===== config.mk =====
export PLATFORM = sky130hd
export DESIGN_NAME = pulse_width_classifier_flat
export DESIGN_NICKNAME = d
export VERILOG_FILES = /design/src/rtl/pulse_width_classifier_if.sv /design/src/rtl/pulse_width_classifier.sv /design/src/flat_wrapper.sv
export SDC_FILE = /design/constraint.sdc
export NUM_CORES = 1
export LEC_CHECK = 0
export CORE_MARGIN = 3
export CORE_UTILIZATION = 30
export DETAILED_ROUTE_END_ITERATION = 12
export HOLD_SLACK_MARGIN = 0.08
export PLACE_DENSITY = 0.56
export SLEW_MARGIN = 15
export SYNTH_ARGS = -nofsm -noshare
export SYNTH_HDL_FRONTEND = slang
export SYNTH_SLANG_ARGS = --single-unit
export TNS_END_PERCENT = 20

===== constraint.sdc =====
create_clock -name clk -period 2.6 [get_ports clk]
set_clock_uncertainty 0.15 [all_clocks]
set_input_delay 0.26 -clock clk [delete_from_list [all_inputs] [get_ports clk]]
set_output_delay 0.26 -clock clk [all_outputs]
set_load 0.005 [all_outputs]

===== src/rtl/pulse_width_classifier_if.sv =====
// Classified-event stream: valid/ready handshake carrying channel, class and width.
interface pulse_width_classifier_if #(
    parameter int CH    = 4,
    parameter int CNT_W = 8
);
    localparam int CH_W = (CH > 1) ? $clog2(CH) : 1;

    logic             ev_valid;
    logic             ev_ready;
    logic [CH_W-1:0]  ev_ch;
    logic [1:0]       ev_class;
    logic [CNT_W-1:0] ev_width;

    modport master (output ev_valid, ev_ch, ev_class, ev_width, input  ev_ready);
    modport slave  (input  ev_valid, ev_ch, ev_class, ev_width, output ev_ready);
endinterface


===== src/rtl/pulse_width_classifier.sv =====
// Multi-channel pulse-width classifier: synchronises each input, measures high
// pulses in clock cycles, classifies them and streams events round-robin.
module pulse_width_classifier #(
    parameter int CH        = 4,
    parameter int CNT_W     = 8,
    parameter int SHORT_MIN = 4,
    parameter int LONG_MIN  = 12,
    parameter int TIMEOUT   = 24
) (
    input  logic                     clk,
    input  logic                     rst_n,
    input  logic [CH-1:0]            in,
    pulse_width_classifier_if.master ev,
    output logic [CH-1:0]            overrun
);
    localparam int CH_W = (CH > 1) ? $clog2(CH) : 1;
    localparam logic [CNT_W-1:0] SHORT_W = CNT_W'(SHORT_MIN);
    localparam logic [CNT_W-1:0] LONG_W  = CNT_W'(LONG_MIN);
    localparam logic [CNT_W-1:0] TMO_W   = CNT_W'(TIMEOUT);
    localparam logic [1:0] CLS_NONE  = 2'b00;
    localparam logic [1:0] CLS_SHORT = 2'b01;
    localparam logic [1:0] CLS_LONG  = 2'b10;
    localparam logic [1:0] CLS_TMO   = 2'b11;

    typedef enum logic [1:0] {IDLE = 2'd0, MEAS = 2'd1, STUCK = 2'd2} state_t;

    // Width-to-class mapping for a completed (non-stuck) pulse.
    function automatic logic [1:0] classify(input logic [CNT_W-1:0] w);
        if (w < SHORT_W)     return CLS_NONE;
        else if (w < LONG_W) return CLS_SHORT;
        else                 return CLS_LONG;
    endfunction

    logic [CH-1:0]    s1, s2, s3, rise, fall;
    state_t           state    [CH];
    state_t           state_nx [CH];
    logic [CNT_W-1:0] cnt      [CH];
    logic [CNT_W-1:0] cnt_nx   [CH];
    logic [CH-1:0]    tmo, tmo_nx;
    logic [CH-1:0]    new_ev;
    logic [1:0]       new_cls  [CH];
    logic [CNT_W-1:0] new_wid  [CH];

    logic [CH-1:0]    slot_pend;
    logic [1:0]       slot_cls [CH];
    logic [CNT_W-1:0] slot_wid [CH];

    logic [CH_W-1:0]  rr_ptr, gnt_idx, pos_idx;
    logic             gnt_any, load;
    logic [CH-1:0]    take;
    int               pos;

    logic             out_valid;
    logic [CH_W-1:0]  out_ch;
    logic [1:0]       out_cls;
    logic [CNT_W-1:0] out_wid;

    assign rise = s2 & ~s3;
    assign fall = ~s2 & s3;
    assign load = !out_valid || ev.ev_ready;

    assign ev.ev_valid = out_valid;
    assign ev.ev_ch    = out_ch;
    assign ev.ev_class = out_cls;
    assign ev.ev_width = out_wid;

    // Three-flop synchroniser per channel; s3 is kept only for edge detection.
    always_ff @(posedge clk or negedge rst_n) begin
        if (!rst_n) begin
            s1 <= '0;
            s2 <= '0;
            s3 <= '0;
        end else begin
            s1 <= in;
            s2 <= s1;
            s3 <= s2;
        end
    end

    // Per-channel measurement FSM: next state, counter and event generation.
    // The timeout event is raised one cycle after entering STUCK via tmo.
    always_comb begin
        for (int c = 0; c < CH; c++) begin
            state_nx[c] = state[c];
            cnt_nx[c]   = cnt[c];
            tmo_nx[c]   = 1'b0;
            new_ev[c]   = tmo[c];
            new_cls[c]  = CLS_TMO;
            new_wid[c]  = TMO_W;
            case (state[c])
                IDLE: begin
                    if (rise[c]) begin
                        state_nx[c] = MEAS;
                        cnt_nx[c]   = CNT_W'(1);
                    end
                end
                MEAS: begin
                    if (fall[c]) begin
                        state_nx[c] = IDLE;
                        new_cls[c]  = classify(cnt[c]);
                        new_wid[c]  = cnt[c];
                        new_ev[c]   = (classify(cnt[c]) != CLS_NONE);
                    end else begin
                        cnt_nx[c] = cnt[c] + 1'b1;
                        if (cnt[c] + 1'b1 == TMO_W) begin
                            state_nx[c] = STUCK;
                            tmo_nx[c]   = 1'b1;
                        end
                    end
                end
                STUCK: begin
                    if (fall[c]) state_nx[c] = IDLE;
                end
                default: state_nx[c] = IDLE;
            endcase
        end
    end

    // FSM state, counter and deferred-timeout flag registers.
    always_ff @(posedge clk or negedge rst_n) begin
        if (!rst_n) begin
            for (int c = 0; c < CH; c++) begin
                state[c] <= IDLE;
                cnt[c]   <= '0;
            end
            tmo <= '0;
        end else begin
            for (int c = 0; c < CH; c++) begin
                state[c] <= state_nx[c];
                cnt[c]   <= cnt_nx[c];
            end
            tmo <= tmo_nx;
        end
    end

    // Round-robin search for the first pending slot at or after rr_ptr.
    always_comb begin
        gnt_any = 1'b0;
        gnt_idx = '0;
        pos     = 0;
        pos_idx = '0;
        take    = '0;
        for (int i = 0; i < CH; i++) begin
            pos = int'(rr_ptr) + i;
            if (pos >= CH) pos = pos - CH;
            pos_idx = CH_W'(pos);
            if (!gnt_any && slot_pend[pos_idx]) begin
                gnt_any = 1'b1;
                gnt_idx = pos_idx;
            end
        end
        if (load && gnt_any) take[gnt_idx] = 1'b1;
    end

    // One-entry slot per channel; a slot being drained this edge may be refilled.
    always_ff @(posedge clk or negedge rst_n) begin
        if (!rst_n) begin
            slot_pend <= '0;
            overrun   <= '0;
            for (int c = 0; c < CH; c++) begin
                slot_cls[c] <= '0;
                slot_wid[c] <= '0;
            end
        end else begin
            for (int c = 0; c < CH; c++) begin
                if (new_ev[c]) begin
                    if (!slot_pend[c] || take[c]) begin
                        slot_pend[c] <= 1'b1;
                        slot_cls[c]  <= new_cls[c];
                        slot_wid[c]  <= new_wid[c];
                    end else begin
                        overrun[c] <= 1'b1;
                    end
                end else if (take[c]) begin
                    slot_pend[c] <= 1'b0;
                end
            end
        end
    end

    // Output register: reloads whenever empty or being accepted.
    always_ff @(posedge clk or negedge rst_n) begin
        if (!rst_n) begin
            out_valid <= 1'b0;
            out_ch    <= '0;
            out_cls   <= '0;
            out_wid   <= '0;
            rr_ptr    <= '0;
        end else if (load) begin
            if (gnt_any) begin
                out_valid <= 1'b1;
                out_ch    <= gnt_idx;
                out_cls   <= slot_cls[gnt_idx];
                out_wid   <= slot_wid[gnt_idx];
                rr_ptr    <= (int'(gnt_idx) == CH - 1) ? '0 : gnt_idx + 1'b1;
            end else begin
                out_valid <= 1'b0;
            end
        end
    end
endmodule

===== src/flat_wrapper.sv =====
// flat-port wrapper written by rule: the top's interface ports become plain ports
module pulse_width_classifier_flat 
#(
    parameter int CH        = 4,
    parameter int CNT_W     = 8,
    parameter int SHORT_MIN = 4,
    parameter int LONG_MIN  = 12,
    parameter int TIMEOUT   = 24
)
  (clk, rst_n, in, overrun, ev_ev_valid, ev_ev_ch, ev_ev_class, ev_ev_width, ev_ev_ready);
  pulse_width_classifier_if #(.CH(CH), .CNT_W(CNT_W)) ev_i ();
  input  logic clk;
  input  logic rst_n;
  input  logic [CH-1:0] in;
  output logic [CH-1:0] overrun;
  output wire logic [$bits(ev_i.ev_valid)-1:0] ev_ev_valid;
  output wire logic [$bits(ev_i.ev_ch)-1:0] ev_ev_ch;
  output wire logic [$bits(ev_i.ev_class)-1:0] ev_ev_class;
  output wire logic [$bits(ev_i.ev_width)-1:0] ev_ev_width;
  input wire logic [$bits(ev_i.ev_ready)-1:0] ev_ev_ready;
  assign ev_ev_valid = ev_i.ev_valid;
  assign ev_ev_ch = ev_i.ev_ch;
  assign ev_ev_class = ev_i.ev_class;
  assign ev_ev_width = ev_i.ev_width;
  assign ev_i.ev_ready = ev_ev_ready;
  pulse_width_classifier #(.CH(CH), .CNT_W(CNT_W), .SHORT_MIN(SHORT_MIN), .LONG_MIN(LONG_MIN), .TIMEOUT(TIMEOUT)) u_core (.clk(clk), .rst_n(rst_n), .in(in), .ev(ev_i), .overrun(overrun));
endmodule

==> results of run 1 <==
[power groups by stage]
stage	registers, mW	logic, mW	clock network [mW]
2_1_floorplan	2.50	1.39	0
3_5_place_dp	2.71	1.80	0
6_report	2.69	1.79	2.02
5_1_grt	2.76	2.00	2.17
4_1_cts	2.69	1.81	2.07
3_3_place_gp	2.70	1.76	0
[layout make-up]
class | instances | area, um2
fill | 1803 | 11590
sequential | 119 | 2978
multi-input combinational | 406 | 2429
clock buffer | 25 | 475.5
timing repair buffer | 35 | 332.8
tap | 229 | 286.5
inverter | 42 | 157.7
clock inverter | 5 | 25.02
[registers in the layout, indices dropped and copies added (netlist names)]
| signal | cells |
|---|---|
| u_core.slot_cls | 8 |
| u_core.tmo | 4 |
| u_core.slot_wid | 32 |
| u_core.s1 | 4 |
| u_core.state | 8 |
| u_core.rr_ptr | 2 |
| u_core.slot_pend | 4 |
| u_core.overrun | 4 |
| u_core.ev.ev_class | 2 |
| u_core.ev.ev_valid | 1 |
| u_core.s3 | 4 |
| u_core.cnt | 32 |
| u_core.ev.ev_ch | 2 |
| u_core.ev.ev_width | 8 |
| u_core.s2 | 4 |
[synth_stat cells (all sizes together) (4+ instances only)]
library cell  count  area share, %
nand2b           14            1.5
ha                9            2.0
buf              16            1.6
a21oi            14            1.2
and3             13            1.4
dfrtp           119             52
or2               5           0.55
inv              42            2.8
clkbuf           14           0.95
mux2i            20            3.5
a31oi            14            1.5
nor2b            10            1.1
o41ai             4           0.75
nor4              5           0.55
o221ai           10            1.5
o21bai            7           0.92
nand2            62            4.1
nor3             11           0.97
and2              6           0.66
o21ai            62            5.5
o31ai             7           0.92
nor2             48            3.2
a41oi             5           0.77
xor2              4           0.62
a22o              4           0.62
nand3            39            3.4
and4bb            4           0.88
a211oi            5           0.75
[repair_timing]
item,CTS,global route
hold buffers,1,0
setup buffers,0,0
endpoints found under the hold margin,40,0
[routing by layer]
layer | GRT usage [%] | wire length, um | up-vias
met3 | 4.359 | 560 | 18
met2 | 20.06 | 5926 | 95
li1 | - | - | 2159
met4 | 5.005 | 266 | 0
met1 | 17.75 | 6321 | 2115
met5 | 0 | 0 | -
[cell families after synthesis]
family | count (synthesis) | share of synthesized area, %
mux | 23 | 4.110
flops | 119 | 52.31
fa+ha+maj | 9 | 1.978
simple gates | 224 | 19.23
xor+xnor | 4 | 0.6153
buf+inv | 72 | 5.297
compound gates | 146 | 16.46
[worst max-delay path by stage]
| stage | end |
|---|---|
| floorplan | u_core.slot_cls[4] |
| global placement | u_core.slot_cls[5] |
| detailed placement | u_core.slot_cls[5] |
| CTS | u_core.slot_cls[5] |
| global route | u_core.slot_wid[2] |
| finish | u_core.slot_cls[5] |
[worst register-to-register path, cell delays in order, from the launching register on]
cell and delay (ns):
dfrtp_1 0.50, o22ai_1 0.14, a211o_1 0.40, inv_1 0.13, ha_1 0.16, nand2_1 0.08
a211oi_2 0.24, buf_4 0.25, nor2_1 0.06, a41oi_1 0.16
[per-stage QoR]
step | utilization (%) | std cells | cell area (um2) | worst slack [ns]
6_report | 36.58 | 861 | 6684 | 0.2353
5_1_grt | 36.58 | 861 | 6684 | 0.04986
4_1_cts | 36.58 | 861 | 6684 | 0.2504
3_5_place_dp | 33.79 | 830 | 6173 | 0.2704
3_3_place_gp | 33.79 | 830 | 6173 | 0.3574
2_1_floorplan | - | 597 | 5693 | 0.2826
==> results.cfg, run 1 <==
[sta]
worst_hold_slack_ns = 0.1480
fmaxAchievable_mhz = 422.9
rsz0062_at_grt = false
slew_viol_final = 0
relSlewSlack_pct = 59.74
fin_crit_ns = 2.365
setup_viol = 0
finalSetupTns_ns = 0
hold_viol = 0
worst_pin_slew_ns = 0.5974
fin_crit_sh_pct = 90.95

[worst_setup_path]
critPathMaxStageDelay_ns = 0.50
rrSetupSlack_ns = 0.24
crit_path_end_kind = flop
r2r_end = u_core.slot_cls[5]
reg2reg_depth = 9
critPathBufInv = 2
critical_path.slowest_cell = dfrtp_1
reg2reg_from = u_core.slot_pend[3]
crit_required_ns = 2.77
crit_arrival_ns = 2.54
crit_chain = o22ai_1 -> a211o_1 -> inv_1 -> ha_1 -> nand2_1 -> a211oi_2 -> buf_4 -> nor2_1 -> a41oi_1
worstSetupStartpoint = u_core.slot_pend[3]
critical_path_depth = 9
worst-path-max-fanout = 20
crit_family = compound AO/OA/AOI/OAI gates
cp-start-kind = flop
path_class = flop to flop

[grt]
grt_pass1_wl_um = 21700
grt.total_usage_pct = 13.27
grt_max_degree = 46
grt_pass1_vias = 4388
antenna_found_initial = 0
grt.overflow.total = 0

[layout]
mostFrequentLayoutCells = dfrtp_1, nand2_1, o21ai_0, nor2_1, inv_1
fin_nets = 637
antennaDiodeCount = 0
layout_commonest_cell = dfrtp_1
areaGrowthSynthToFinish_pct = 17.41
drive_above_1_share_pct = 8.228

[routing]
drtIter0Drc = 280
drc = 0
dr.pass1.iters = 4
routed_wl_um = 13080
via_per_inst = 5.095
vias = 4387
wl_per_cell_um = 15.19
antenna_left = 0

[pwr]
switching_share_pct = 33.86
p_leak_nw = 2.844
clkPwrFrac_pct = 31.1
power_frac_seq_pct = 41.3
ir_drop_mv = 0.4367
total_power_mw = 6.498
p_int_mw = 4.298
p_per_area_nw_per_um2 = 972.1
power_switching_mw = 2.200
p_comb_share_pct = 27.6

[yosys]
async_flop_share_pct = 100.0
avgSynthCellArea_um2 = 9.536
synth-seq-cells = 119
synth_cells = 597
ys.flop_type = dfrtp_1
synth_edf_count = 0
synth_warnings = 0
syn-cell-area_um2 = 5693
ys_seq_area_share_pct = 52.31
synth_nets = 613
ys_types = 52

[cts]
cts_tree = yes
cts_buffers = 17
cts.sinks = 119
worstSkewPairLatency_ns = 0.41
clockBufferDepth = 2
htreeDepth = 4
clk_pin_slew_ns = 0.05
cts-resized-gates = 0
ctsRootBufferMaster = clkbuf_16

[worst_hold_path]
holdPathStages = 1
hold_end = u_core.s1[2]
holdCritPathClass = input pin to flop
hold_path.startpoint = in[2]

[floorplanning]
rows = 49
start_util_pct = 31.16
core-area_um2 = 18270
die_width_um = 143.8
die_h_um = 143.8
io_pins = 24
die_area_um2 = 20670

[place]
io_buffers = 23
post-dp-hpwl_um = 9301
place.gp.congestion = 0.8574

[run]
cap_violations = 0

[outcome]
status = finished, final reports clean
Power figures use the tool's default switching activity.
==> inputs of run 2 (changes only) <==
CORE_MARGIN = unset   (was 3)
==> results.cfg, run 2 (synthesis results as in run 1) <==
[grt]
grt_pass1_wl_um = 22490
grt.total_usage_pct = 14.71
grt_pass1_vias = 4464
grt_max_degree = 43
antenna_found_initial = 0
grt.overflow.total = 0

[floorplanning]
rows = 50
die_h_um = 139.8
start_util_pct = 30.54
die_area_um2 = 19530
die_width_um = 139.8
io_pins = 24
core-area_um2 = 18640

[routing]
routed_wl_um = 13170
drtIter0Drc = 350
antenna_left = 0
drc = 0
dr.pass1.iters = 4
wl_per_cell_um = 15.17
via_per_inst = 5.090
vias = 4418

[sta]
fmaxAchievable_mhz = 426.8
hold_viol = 0
slew_viol_final = 0
fin_crit_sh_pct = 90.12
finalSetupTns_ns = 0
rsz0062_at_grt = false
setup_viol = 0
relSlewSlack_pct = 58.82
fin_crit_ns = 2.343
worst_pin_slew_ns = 0.6165

[place]
io_buffers = 23
post-dp-hpwl_um = 9188
place.gp.congestion = 0.7800

[layout]
mostFrequentLayoutCells = dfrtp_1, nand2_1, o21ai_0, nor2_1, inv_1
areaGrowthSynthToFinish_pct = 19.45
reg_top3 = u_core.cnt x32, u_core.slot_wid x32
drive_above_1_share_pct = 9.306
layout_commonest_cell = dfrtp_1
fin_nets = 637
antennaDiodeCount = 0

[outcome]
status = finished, final reports clean

[worst_setup_path]
crit_path_end_kind = flop
path_class = flop to flop
critical_path.slowest_cell = dfrtp_1
crit_required_ns = 2.78
crit_arrival_ns = 2.52
crit_chain = nand2b_1 -> a21oi_1 -> a211o_1 -> inv_1 -> ha_1 -> nand2_1 -> a211oi_2 -> buf_4 -> nor2_1 -> a41oi_1
critPathMaxStageDelay_ns = 0.45
reg2reg_depth = 10
worst-path-max-fanout = 20
cp-start-kind = flop

[run]
cap_violations = 0

[pwr]
p_per_area_nw_per_um2 = 1007
p_leak_nw = 2.875
total_power_mw = 6.851
ir_drop_mv = 0.4541

[cts]
cts_tree = yes
htreeDepth = 4
cts_buffers = 17
worstSkewPairLatency_ns = 0.42
clk_pin_slew_ns = 0.06
postCtsSetupRepairBufs = 0
ctsRootBufferMaster = clkbuf_16
clockBufferDepth = 2
cts.sinks = 119

[worst_hold_path]
holdPathStages = 1
holdCritPathClass = input pin to flop
-- run 2: worst max-delay path, delay by kind of cell (launching register included) --
kind,cells,cell delay [ns]
AO/OA/AOI/OAI,4,0.83
adder cells (fa/ha/maj),1,0.15
flip-flops,1,0.45
buffers and inverters,2,0.36
AND/OR/NAND/NOR,3,0.29
-- run 2: timing repair --
action,CTS,global route
hold buffers,1,0
resized for setup,0,0
hold endpoints to repair,39,0
-- run 2: per-layer routing --
| metal | part of all wire (%) | track usage (%) | wire (um) | vias up |
|---|---|---|---|---|
| li1 | - | - | - | 2164 |
| met1 | 48 | 19.03 | 6368 | 2168 |
| met2 | 46 | 23.11 | 6085 | 72 |
| met3 | 4.0 | 3.854 | 527 | 14 |
| met4 | 1.4 | 6.478 | 185 | 0 |
| met5 | 0 | 0 | 0 | - |
-- run 2: final timing paths --
check / slack [ns] / to / startpoint
worst max-delay path: 0.26 / u_core.slot_cls[5] / u_core.slot_pend[1]
worst min-delay path: 0.13 / u_core.s1[3] / in[3]
worst max register to register: 0.26 / u_core.slot_cls[5] / u_core.slot_pend[1]
worst min register to register: 0.20 / u_core.s2[2] / u_core.s1[2]
max in group asynchronous: 1.40 / u_core.cnt[15] / rst_n
min in group asynchronous: 0.25 / u_core.cnt[21] / rst_n
-- run 2: power breakdown --
part / switching, mW / leakage [nW] / internal [mW]
sequential: 0.442 / 1.48 / 2.23
combinational: 0.979 / 1.12 / 0.824
clock: 0.858 / 0.277 / 1.52
total: 2.28 / 2.88 / 4.57
-- run 2: per-stage QoR --
step           hold WS [ns]  util (%)  cell area, um2  cells  setup slack (ns)
2_1_floorplan       -0.1856         -            5693    597            0.2826
3_3_place_gp         0.1563     33.21            6192    835            0.3602
3_5_place_dp         0.1708     33.21            6192    835            0.2975
4_1_cts              0.1085     36.48            6800    868            0.2631
5_1_grt              0.1083     36.48            6800    868           0.04486
6_report             0.1266     36.48            6800    868            0.2569
-- run 2: layout make-up --
class / instances / area, um2
tap: 234 / 292.8
multi-input combinational: 406 / 2429
sequential: 119 / 2978
inverter: 42 / 157.7
clock inverter: 13 / 155.1
timing repair buffer: 35 / 345.3
clock buffer: 19 / 442.9
fill: 1880 / 11840
